==> config.mk <==
export PLATFORM = sky130hd
export DESIGN_NAME = mem_arbiter_flat
export DESIGN_NICKNAME = d
export VERILOG_FILES = /design/src/rtl/mem_arbiter_if.sv /design/src/rtl/mem_arbiter.sv /design/src/flat_wrapper.sv
export SDC_FILE = /design/constraint.sdc
export NUM_CORES = 1
export LEC_CHECK = 0
export BUFFER_PORTS_ARGS = -buffer_cell sky130_fd_sc_hd__buf_2
export CAP_MARGIN = 10
export CORE_AREA = 5 5 125 68
export CTS_CLUSTER_DIAMETER = 120
export DETAILED_ROUTE_END_ITERATION = 8
export DIE_AREA = 0 0 130 73
export HOLD_SLACK_MARGIN = 0.1
export PLACE_DENSITY_LB_ADDON = 0.05
export SLEW_MARGIN = 40
export SYNTH_ARGS = -nofsm -noshare
export SYNTH_HDL_FRONTEND = slang
export SYNTH_SLANG_ARGS = --single-unit
==> constraint.sdc <==
create_clock -name I_clk -period 5 [get_ports I_clk]
set_input_delay 0.5 -clock I_clk [delete_from_list [all_inputs] [get_ports I_clk]]
set_output_delay 0.5 -clock I_clk [all_outputs]
set_load 0.02 [all_outputs]
==> src/rtl/mem_arbiter_if.sv <==
// Bundle of the requester-side (ports A and B) and mem_ctrl-side signals of
// mem_arbiter. The slave modport is the arbiter's view; master is the view of
// whatever drives the requests and models mem_ctrl.
interface mem_arbiter_if #(
  parameter int ADDR_W = 16,
  parameter int DATA_W = 16
);
  // port A: instruction fetch, read-only
  logic              I_a_req;
  logic [ADDR_W-1:0] I_a_addr;
  logic              O_a_ack;
  // port B: load/store
  logic              I_b_req;
  logic              I_b_write;
  logic [ADDR_W-1:0] I_b_addr;
  logic [DATA_W-1:0] I_b_wdata;
  logic              O_b_ack;
  // shared response
  logic [DATA_W-1:0] O_rdata;
  logic              O_err;
  // mem_ctrl request stream
  logic              O_exec;
  logic              O_write;
  logic [ADDR_W-1:0] O_addr;
  logic [DATA_W-1:0] O_wdata;
  logic              I_ready;
  logic [DATA_W-1:0] I_rdata;

  modport slave (
    input  I_a_req, I_a_addr, I_b_req, I_b_write, I_b_addr, I_b_wdata,
           I_ready, I_rdata,
    output O_a_ack, O_b_ack, O_rdata, O_err, O_exec, O_write, O_addr, O_wdata
  );

  modport master (
    output I_a_req, I_a_addr, I_b_req, I_b_write, I_b_addr, I_b_wdata,
           I_ready, I_rdata,
    input  O_a_ack, O_b_ack, O_rdata, O_err, O_exec, O_write, O_addr, O_wdata
  );
endinterface

==> src/rtl/mem_arbiter.sv <==
// Two-port arbiter in front of mem_ctrl. Port A (fetch, read-only) and port B
// (load/store) share a single exec/write/addr/data request stream; one
// transaction is outstanding at a time, and a watchdog aborts transactions
// that mem_ctrl never finishes.
// Optional feature: define MEM_ARB_RR_EN for round-robin arbitration on
// simultaneous requests; otherwise port B has fixed priority over port A.
module mem_arbiter #(
  parameter int ADDR_W  = 16,
  parameter int DATA_W  = 16,
  parameter int TIMEOUT = 255   // max WAIT cycles before abort, 0 disables
) (
  input  logic           I_clk,
  input  logic           I_reset,
  mem_arbiter_if.slave   bus
);

  // Watchdog needs at least one bit even when it is disabled.
  localparam int WD_W = (TIMEOUT > 0) ? $clog2(TIMEOUT + 1) : 1;

  typedef enum logic [1:0] {IDLE, ISSUE, WAIT, DONE} state_e;
  typedef enum logic {PORT_A, PORT_B} port_e;

  state_e            state_q, state_d;
  port_e             grant_q, grant_d;
  logic              write_q, write_d;
  logic [ADDR_W-1:0] addr_q,  addr_d;
  logic [DATA_W-1:0] wdata_q, wdata_d;
  logic [DATA_W-1:0] rdata_q, rdata_d;
  logic              err_q,   err_d;
  logic [WD_W-1:0]   wd_q,    wd_d;
  logic [WD_W-1:0]   wd_inc;
  logic              win_b;

  // Saturating increment: the watchdog never wraps back to zero.
  assign wd_inc = (&wd_q) ? wd_q : wd_q + WD_W'(1);

`ifdef MEM_ARB_RR_EN
  logic last_b_q, last_b_d;

  // On a tie, grant the port that was not served last.
  assign win_b = bus.I_b_req && (!bus.I_a_req || !last_b_q);

  // Remember which port completed, updated as the transaction retires.
  always_comb begin
    last_b_d = last_b_q;
    if (state_q == DONE) last_b_d = (grant_q == PORT_B);
  end

  // Last-served flag register; port A counts as last served after reset.
  always_ff @(posedge I_clk or posedge I_reset) begin
    if (I_reset) last_b_q <= 1'b0;
    else         last_b_q <= last_b_d;
  end
`else
  // Fixed priority: B wins whenever it requests; A can starve.
  assign win_b = bus.I_b_req;
`endif

  // Next-state and datapath capture for the IDLE->ISSUE->WAIT->DONE sequence.
  always_comb begin
    // NOTE: every signal gets its hold value first so no path leaves it unassigned (no latches).
    state_d = state_q;
    grant_d = grant_q;
    write_d = write_q;
    addr_d  = addr_q;
    wdata_d = wdata_q;
    rdata_d = rdata_q;
    err_d   = err_q;
    wd_d    = wd_q;
    case (state_q)
      IDLE: begin
        if ((bus.I_a_req || bus.I_b_req) && bus.I_ready) begin
          err_d = 1'b0;
          if (win_b) begin
            grant_d = PORT_B;
            write_d = bus.I_b_write;
            addr_d  = bus.I_b_addr;
            wdata_d = bus.I_b_wdata;
          end else begin
            grant_d = PORT_A;
            write_d = 1'b0;
            addr_d  = bus.I_a_addr;
          end
          state_d = ISSUE;
        end
      end
      // I_ready is not looked at here: mem_ctrl drops it while exec is high.
      ISSUE: state_d = WAIT;
      WAIT: begin
        wd_d = wd_inc;
        // wd_q == 0 marks the first WAIT cycle, which never completes.
        if ((wd_q != '0) && bus.I_ready) begin
          if (!write_q) rdata_d = bus.I_rdata;
          state_d = DONE;
        end else if ((TIMEOUT != 0) && (wd_inc == WD_W'(TIMEOUT))) begin
          err_d   = 1'b1;
          state_d = DONE;
        end
      end
      DONE: begin
        wd_d    = '0;
        state_d = IDLE;
      end
      default: state_d = IDLE;
    endcase
  end

  // State and latched-request registers with asynchronous reset.
  always_ff @(posedge I_clk or posedge I_reset) begin
    if (I_reset) begin
      state_q <= IDLE;
      grant_q <= PORT_B;
      write_q <= 1'b0;
      addr_q  <= '0;
      wdata_q <= '0;
      rdata_q <= '0;
      err_q   <= 1'b0;
      wd_q    <= '0;
    end else begin
      // NOTE: non-blocking assignments so every register samples pre-edge values.
      state_q <= state_d;
      grant_q <= grant_d;
      write_q <= write_d;
      addr_q  <= addr_d;
      wdata_q <= wdata_d;
      rdata_q <= rdata_d;
      err_q   <= err_d;
      wd_q    <= wd_d;
    end
  end

  // Strobes decode the state register, so reset removes them immediately.
  assign bus.O_exec  = (state_q == ISSUE);
  assign bus.O_a_ack = (state_q == DONE) && (grant_q == PORT_A);
  assign bus.O_b_ack = (state_q == DONE) && (grant_q == PORT_B);
  assign bus.O_err   = (state_q == DONE) && err_q;
  assign bus.O_write = write_q;
  assign bus.O_addr  = addr_q;
  assign bus.O_wdata = wdata_q;
  assign bus.O_rdata = rdata_q;

endmodule
==> src/flat_wrapper.sv <==
// flat-port wrapper written by rule: the top's interface ports become plain ports
module mem_arbiter_flat 
#(
  parameter int ADDR_W  = 16,
  parameter int DATA_W  = 16,
  parameter int TIMEOUT = 255                                              
)
  (I_clk, I_reset, bus_I_a_req, bus_I_a_addr, bus_I_b_req, bus_I_b_write, bus_I_b_addr, bus_I_b_wdata, bus_I_ready, bus_I_rdata, bus_O_a_ack, bus_O_b_ack, bus_O_rdata, bus_O_err, bus_O_exec, bus_O_write, bus_O_addr, bus_O_wdata);
  mem_arbiter_if #(.ADDR_W(ADDR_W), .DATA_W(DATA_W)) bus_i ();
  input  logic I_clk;
  input  logic I_reset;
  input wire logic [$bits(bus_i.I_a_req)-1:0] bus_I_a_req;
  input wire logic [$bits(bus_i.I_a_addr)-1:0] bus_I_a_addr;
  input wire logic [$bits(bus_i.I_b_req)-1:0] bus_I_b_req;
  input wire logic [$bits(bus_i.I_b_write)-1:0] bus_I_b_write;
  input wire logic [$bits(bus_i.I_b_addr)-1:0] bus_I_b_addr;
  input wire logic [$bits(bus_i.I_b_wdata)-1:0] bus_I_b_wdata;
  input wire logic [$bits(bus_i.I_ready)-1:0] bus_I_ready;
  input wire logic [$bits(bus_i.I_rdata)-1:0] bus_I_rdata;
  output wire logic [$bits(bus_i.O_a_ack)-1:0] bus_O_a_ack;
  output wire logic [$bits(bus_i.O_b_ack)-1:0] bus_O_b_ack;
  output wire logic [$bits(bus_i.O_rdata)-1:0] bus_O_rdata;
  output wire logic [$bits(bus_i.O_err)-1:0] bus_O_err;
  output wire logic [$bits(bus_i.O_exec)-1:0] bus_O_exec;
  output wire logic [$bits(bus_i.O_write)-1:0] bus_O_write;
  output wire logic [$bits(bus_i.O_addr)-1:0] bus_O_addr;
  output wire logic [$bits(bus_i.O_wdata)-1:0] bus_O_wdata;
  assign bus_i.I_a_req = bus_I_a_req;
  assign bus_i.I_a_addr = bus_I_a_addr;
  assign bus_i.I_b_req = bus_I_b_req;
  assign bus_i.I_b_write = bus_I_b_write;
  assign bus_i.I_b_addr = bus_I_b_addr;
  assign bus_i.I_b_wdata = bus_I_b_wdata;
  assign bus_i.I_ready = bus_I_ready;
  assign bus_i.I_rdata = bus_I_rdata;
  assign bus_O_a_ack = bus_i.O_a_ack;
  assign bus_O_b_ack = bus_i.O_b_ack;
  assign bus_O_rdata = bus_i.O_rdata;
  assign bus_O_err = bus_i.O_err;
  assign bus_O_exec = bus_i.O_exec;
  assign bus_O_write = bus_i.O_write;
  assign bus_O_addr = bus_i.O_addr;
  assign bus_O_wdata = bus_i.O_wdata;
  mem_arbiter #(.ADDR_W(ADDR_W), .DATA_W(DATA_W), .TIMEOUT(TIMEOUT)) u_core (.I_clk(I_clk), .I_reset(I_reset), .bus(bus_i));
endmodule
==> results of run 1 <==
==> worst max path at each step <==
| stage | start | cells after the start | to | slack (ps) |
|---|---|---|---|---|
| after global routing | u_core.wd_q[0] | 6 | u_core.bus.O_rdata[15] | 2280 |
| after detailed placement | u_core.wd_q[0] | 6 | u_core.bus.O_rdata[15] | 2430 |
| after CTS | u_core.wd_q[0] | 6 | u_core.bus.O_rdata[15] | 2420 |
| after global placement | u_core.wd_q[0] | 6 | u_core.bus.O_rdata[12] | 2280 |
| after floorplan | u_core.wd_q[0] | 8 | u_core.bus.O_rdata[10] | 2810 |
| final | u_core.wd_q[0] | 6 | u_core.bus.O_rdata[14] | 2450 |
==> worst min-delay path: stages <==
cell	delay (ps)
buf_2	100
inv_2	40
buf_6	440
==> report_power, final <==
| part | switching [mW] | internal, mW |
|---|---|---|
| registers | 0.117 | 0.715 |
| clock network | 0.215 | 0.514 |
| logic | 0.567 | 0.405 |
==> layout make-up <==
cell class / instances / share of cell area, %
Timing Repair Buffer: 124 / 16.4
Multi-Input combinational cell: 153 / 30.7
Tap cell: 100 / 3.26
Clock buffer: 11 / 6.58
Clock inverter: 5 / 2.77
Inverter: 5 / 0.489
Sequential cell: 61 / 39.8
==> layer usage <==
layer  routed length, um  global-route usage, %  share of wire (%)  vias to the layer above
met5                   0                      0                  0                        -
met4                 109                   7.03                1.7                        0
met3                 647                   4.97                 10                       13
met2                2560                   18.7                 39                       89
met1                3180                   20.2                 49                      978
li1                    -                      -                  -                     1056
==> flip-flops by register name, indices dropped and copies added, names as in the netlist <==
register and count:
u_core.bus.O_addr 16, u_core.bus.O_rdata 16, u_core.bus.O_wdata 16, u_core.wd_q 8, u_core.state_q 2, u_core.bus.O_write 1
u_core.err_q 1, u_core.grant_q 1
==> synth_stat cells, drive strengths merged <==
library cell	instances	area share, %
nand2	27	3.6
inv	5	0.67
xnor2	3	0.94
o41ai	1	0.58
nand4	3	0.67
o211ai	1	0.27
clkbuf	6	0.81
a221oi	1	0.54
a41o	1	0.36
o21ai	22	3.9
nor3	4	0.72
a31oi	1	0.22
and4	1	0.31
a211oi	1	0.27
or3b	1	0.31
nor2b	1	0.22
nor2	10	1.3
a21oi	5	0.90
ha	6	2.7
and2	2	0.45
o2111a	1	0.40
dfstp	1	0.94
buf	5	1.7
dfrtp	60	54
or4b	1	0.36
or3	2	0.45
mux2i	19	6.8
mux2	33	15
nand3	6	1.1
==> cell usage in the layout (no fill, tap or decap), types with 2 or more instances in the layout <==
cell type  Yosys  layout
bufinv_16      0       3
buf_2          1     122
o21ai_0       21      21
nor3_1         4       4
inv_1          5       4
ha_1           6       6
and2_1         2       2
clkbuf_16      0       9
nand2_1       27      27
clkbuf_8       0       2
mux2i_1       19      19
or3_1          2       2
nand4_1        3       3
mux2_2        23      23
xnor2_1        3       3
mux2_4        10      10
nor2_1        10      10
a21oi_1        5       5
nand3_1        6       5
dfrtp_1       60      60
==> kinds of logic (layout without fill, tap and decap cells) <==
family | after synthesis | count (layout) | share of synthesized area, %
compound gates | 34 | 34 | 7.48
xor+xnor | 3 | 3 | 0.941
fa+ha+maj | 6 | 6 | 2.69
buf+inv | 16 | 145 | 3.18
flops | 61 | 61 | 54.7
mux | 52 | 52 | 21.5
simple gates | 58 | 58 | 9.54
==> run summary, run 1 <==
Outcome: completed
Worst slack, placed: 2430 ps
Bufs and invs on worst path: 1
Tightest Hold Check Type: in -> async
Max Cap Viol: 0
DRT iter0 DRCs: 178
Die X-Extent: 130 um
Die height: 73 um
Mapped cell area: 2790 um^2
Core ar.: 7480 um^2
Power per Cell Area: 659 nW/um^2
Skew-Pair Late Insertion Delay: 330 ps
Clk root buf: clkbuf_16
CTS Hold Bufs: 0
CP max FO: 16
R2R depth: 6
Final Cycle Share: 51.0%
Io pins: 123
Vias post-DR: 2136
Final RePlAce weighted congestion: 0.848
Crit-path cells: inv_1, ha_1, or4b_1, o41ai_2, or3b_2, mux2_2
Finished Cell Area: 3840 um^2
Max incr delay on CP: 550 ps
Final Max Slew Viols: 0
TritonCTS Buffers: 9
Initial Utilization: 37.3%
Layout Nets: 430
Ant. Diodes: 0
Slew headroom: 58.0%
FF+latch count, synth: 61
Unrepaired setup endpoints after global routing: no
Placed Area: 3480 um^2
Crit path kind: reg -> reg
Max Freq: 0.392 GHz
Grt ovf: 0
Clock-pin slew on the worst setup and hold paths: 50 ps
Routed WL: 6500 um
Final Hold Vio Count: 0
FF/Latch Area: 1530 um^2
Total clock sinks: 61
Post-synthesis sequential area ratio: 54.7%
LEAKAGE: 1.98 nW
IO buf count: 122
Post-layout util: 51.3%
CTS-repair resized insts: 0
R2R setup slack: 2450 ps
Unique masters post-synth: 35
Worst-margin pin slew: 623 ps
DRT Pass-1 Iters: 5
Average cell area after synthesis: 12.1 um^2
Clock Skews: 6.42 ps
Final hold slack: 306 ps
Min cycle time layout: 2550 ps
Layout cells sized above 1: 49.9%
YS warnings: 0
Tot Pwr: 2.53 mW
TNS Setup: 0 ps
Die area: 9490 um^2
Critical Path RT: 5210 ps
First-pass GRT wire length: 10100 um
Crit path launch type: flop
Finished Layout Cells: 459
Area Overhead vs Synth: 37.5%
Tot GR Track Use: 14.1%
Number of global-route vias before repair: 1963
Crit path DAT: 2760 ps
CTS tree: built
Fillcell total: 717
Largest vdd supply drop: 0.252 mV
Worst reg2reg startpoint: u_core.wd_q[0]
DR WL/cell: 14.2 um
Mapped Nets: 306
RR Endpoint: u_core.bus.O_rdata[14]
CP Capture Type: flop
H-tree depth: 3
Top cell family by delay on the critical path: simple AND/OR/NAND/NOR gates
CP max stage cell: or3b_2
Placed insts: 443
DRC Markers: 0
Largest net degree at the start of global routing: 62
Post-CTS setup buffer count: 0
ANT nets after route: 0
Max Buffers Root-to-Sink: 2
Setup WS post-layout: 2450 ps
Post-detail-place hpwl: 4800 um
Vias per inst: 4.65
Rows: 23
# setup viols final: 0
Multi-input logic area: 1180 um^2
Syn Inst Count: 230
Initial antenna violation count: 0
No activity file was read; power rests on OpenSTA's default activity.
==> run 2: changes to the inputs <==
- ABC_AREA: not set -> 1
- CORE_AREA: 5 5 125 68 -> 5 5 128 69
- DIE_AREA: 0 0 130 73 -> 0 0 133 74
- clock period: 5 -> 2.4 ns (I/O delays scaled with it)
==> run 2 against run 1 <==
  * Critical endpoint is now u_core.state_q[1]
  * Global-route usage grew 1.2 points
  * Clock skew grew 3.8 ps
  * Setup slack lost 1800 ps
  * Synthesized cell count grew 33%
  * Largest power group unchanged
  * Wire length grew 13%
  * Largest cell class unchanged
  * Sequential share of layout area shrank 1.3 points
  * Utilization grew 0.38 points
  * Sequential power grew 120%
==> run summary, run 2 <==
Gate power share: 41.7% (was 38.4%)
Commonest cells post-synth: nand2_1, dfrtp_1, o21ai_0 (was dfrtp_1, nand2_1, mux2_2)
Most common cell after layout, fill and taps aside: buf_2 (unchanged)
Min cycle time layout: 1790 ps (was 2550 ps)
Final Hold Vio Count: 0 (unchanged)
Io pins: 123 (unchanged)
Post-detail-place hpwl: 5690 um (was 4800 um)
Top cell family by delay on the critical path: simple AND/OR/NAND/NOR gates (unchanged)
Unrepaired setup endpoints after global routing: no (unchanged)
Max Freq: 0.558 GHz (was 0.392 GHz)
Sw frac: 38.6% (was 35.5%)
CTS tree: built (unchanged)
CP max stage cell: dfrtp_1 (was or3b_2)
Unique masters post-synth: 27 (was 35)
Mapped cell area: 2960 um^2 (was 2790 um^2)
Final hold slack: 131 ps (was 306 ps)
CP max FO: 7 (was 16)
Slew headroom: 72.3% (was 58.0%)
Clock Skews: 10.2 ps (was 6.42 ps)
Critical Path RT: 2610 ps (was 5210 ps)
CTS-repair resized insts: 0 (unchanged)
Commonest non-fill, non-tap cells in the layout: buf_2, nand2_1, dfrtp_1 (was buf_2, dfrtp_1, nand2_1)
Mapped Nets: 383 (was 306)
Final Max Slew Viols: 0 (unchanged)
P_int: 3.20 mW (was 1.63 mW)
Clock power share: 24.0% (was 28.8%)
Bufs and invs on worst path: 1 (unchanged)
Outcome: completed (unchanged)
Initial antenna violation count: 0 (unchanged)
Sw power: 2.01 mW (was 0.899 mW)
Post-synth EDFFs: 0 (unchanged)
Post-CTS setup buffer count: 0 (unchanged)
Share of power burned in registers: 34.3% (was 32.8%)
TritonCTS Buffers: 9 (unchanged)
Crit-path cells: ha_1, nand3_1, inv_2, nand2_4, nand2_1, nand2_1, nand2_1, nor2_1, nand2_1, nand2_2, nand2_1, nand2_1, nand2_1 (was inv_1, ha_1, or4b_1, o41ai_2, or3b_2, mux2_2)
Tot GR Track Use: 15.3% (was 14.1%)
Area Overhead vs Synth: 34.3% (was 37.5%)
First-pass GRT wire length: 11600 um (was 10100 um)
Setup WS post-layout: 608 ps (was 2450 ps)
Worst slack, placed: 620 ps (was 2430 ps)
Clk root buf: clkbuf_16 (unchanged)
LEAKAGE: 2.17 nW (was 1.98 nW)
Grt ovf: 0 (unchanged)
Initial Utilization: 38.5% (was 37.3%)
Crit path launch type: flop (unchanged)
Syn Inst Count: 307 (was 230)
Top-count cell post-synth: nand2_1 (was dfrtp_1)
Power per Cell Area: 1310 nW/um^2 (was 659 nW/um^2)
Critical Path Most Common Cell: nand2_1
Max Cap Viol: 0 (unchanged)
Final RePlAce weighted congestion: 0.914 (was 0.848)
IO buf count: 122 (unchanged)
DRT Pass-1 Iters: 5 (unchanged)
DRT iter0 DRCs: 142 (was 178)
DRC Markers: 0 (unchanged)
ANT nets after route: 0 (unchanged)
Routed WL: 7370 um (was 6500 um)
Largest vdd supply drop: 0.703 mV (was 0.252 mV)
Ant. Diodes: 0 (unchanged)
H-tree depth: 3 (unchanged)
DR WL/cell: 13.7 um (was 14.2 um)
Layout Nets: 509 (was 430)
Crit path DAT: 2000 ps (was 2760 ps)
TNS Setup: 0 ps (unchanged)
YS warnings: 0 (unchanged)
Max incr delay on CP: 420 ps (was 550 ps)
Max Buffers Root-to-Sink: 2 (unchanged)
Die area: 9840 um^2 (was 9490 um^2)
Crit path kind: reg -> reg (unchanged)
Vias per inst: 4.61 (was 4.65)
# setup viols final: 0 (unchanged)
Die height: 74 um (was 73 um)
Synth async-reset ratio: 100% (unchanged)
Layout cells sized above 1: 40.0% (was 49.9%)
FF+latch count, synth: 61 (unchanged)
Worst-margin pin slew: 415 ps (was 623 ps)
Leading post-synthesis cells by cell area: dfrtp_1, nand2_1, o21ai_0 (was dfrtp_1, mux2_2, mux2i_1)
Synth Flop Type: dfrtp_1 (unchanged)
Post-synthesis sequential area ratio: 51.6% (was 54.7%)
Average cell area after synthesis: 9.63 um^2 (was 12.1 um^2)
Final Cycle Share: 74.7% (was 51.0%)
Post-synth top area cell: dfrtp_1 (unchanged)
Rows: 23 (unchanged)
Total clock sinks: 61 (unchanged)
CP Capture Type: flop (unchanged)
Tightest Hold Check Type: in -> reg (was in -> async)
Skew-Pair Late Insertion Delay: 320 ps (was 330 ps)
Post-layout util: 51.7% (was 51.3%)
Clock-pin slew on the worst setup and hold paths: 50 ps (about the same)
Die X-Extent: 133 um (was 130 um)
Vias post-DR: 2478 (was 2136)
Core ar.: 7680 um^2 (was 7480 um^2)
Largest net degree at the start of global routing: 46 (was 62)
Tot Pwr: 5.21 mW (was 2.53 mW)
Number of global-route vias before repair: 2336 (was 1963)
CTS Hold Bufs: 1 (was 0)
Synth top area share: 50.8% (was 53.8%)
## run 2: power groups by stage
stage	combinational (mW)	clock [mW]	sequential, mW
after detailed placement	2.20	0	1.79
after global routing	2.39	1.34	1.85
after CTS	2.21	1.29	1.79
final	2.17	1.25	1.79
after global placement	2.20	0	1.78
after floorplan	0.982	0	2.28
## run 2: metal layers
layer	vias to the layer above	routed length (um)	GRT usage [%]
li1	1248	-	-
met1	1114	3420	20.8
met2	112	2890	20.4
met3	4	1000	9.12
met4	0	57	4.26
met5	-	0	0
## run 2: final timing paths
| kind | endpoint | start | slack [ps] | cells past startpoint |
|---|---|---|---|---|
| min reg2reg | u_core.bus.O_addr[11] | u_core.bus.O_addr[11] | 480 | 2 |
| min in group asynchronous | u_core.bus.O_wdata[3] | I_reset | 470 | 3 |
| max reg2reg | u_core.state_q[1] | u_core.wd_q[1] | 610 | 13 |
| min | u_core.bus.O_wdata[6] | bus_I_b_wdata[6] | 130 | 2 |
| max | u_core.state_q[1] | u_core.wd_q[1] | 610 | 13 |
| max in group asynchronous | u_core.grant_q | I_reset | 1300 | 4 |
## run 2: kinds of logic (layout without fill, tap and decap cells)
group	Yosys count	after routing	share of synthesized area (%)
xor gates and xnor gates	2	2	0.592
and+or+nand+nor	117	117	17.9
DFF	61	61	51.6
adders and majority gates	6	6	2.54
buffers and inverters	47	178	6.73
AOI/OAI and AO/OA	42	42	7.19
muxes	32	32	13.5
## run 2: area by class of cell
class	count	area, um^2
inverter	35	131
multi-input combinational	199	1230
clock inverter	4	48.8
timing repair buffer	127	663
fill	743	3710
sequential	61	1530
clock buffer	12	246
tap	100	125
## run 2: metrics by stage
step	cells	cell area (um^2)
2_1_floorplan	307	2960
3_3_place_gp	521	3670
3_5_place_dp	521	3670
4_1_cts	538	3970
5_1_grt	538	3970
6_report	538	3970
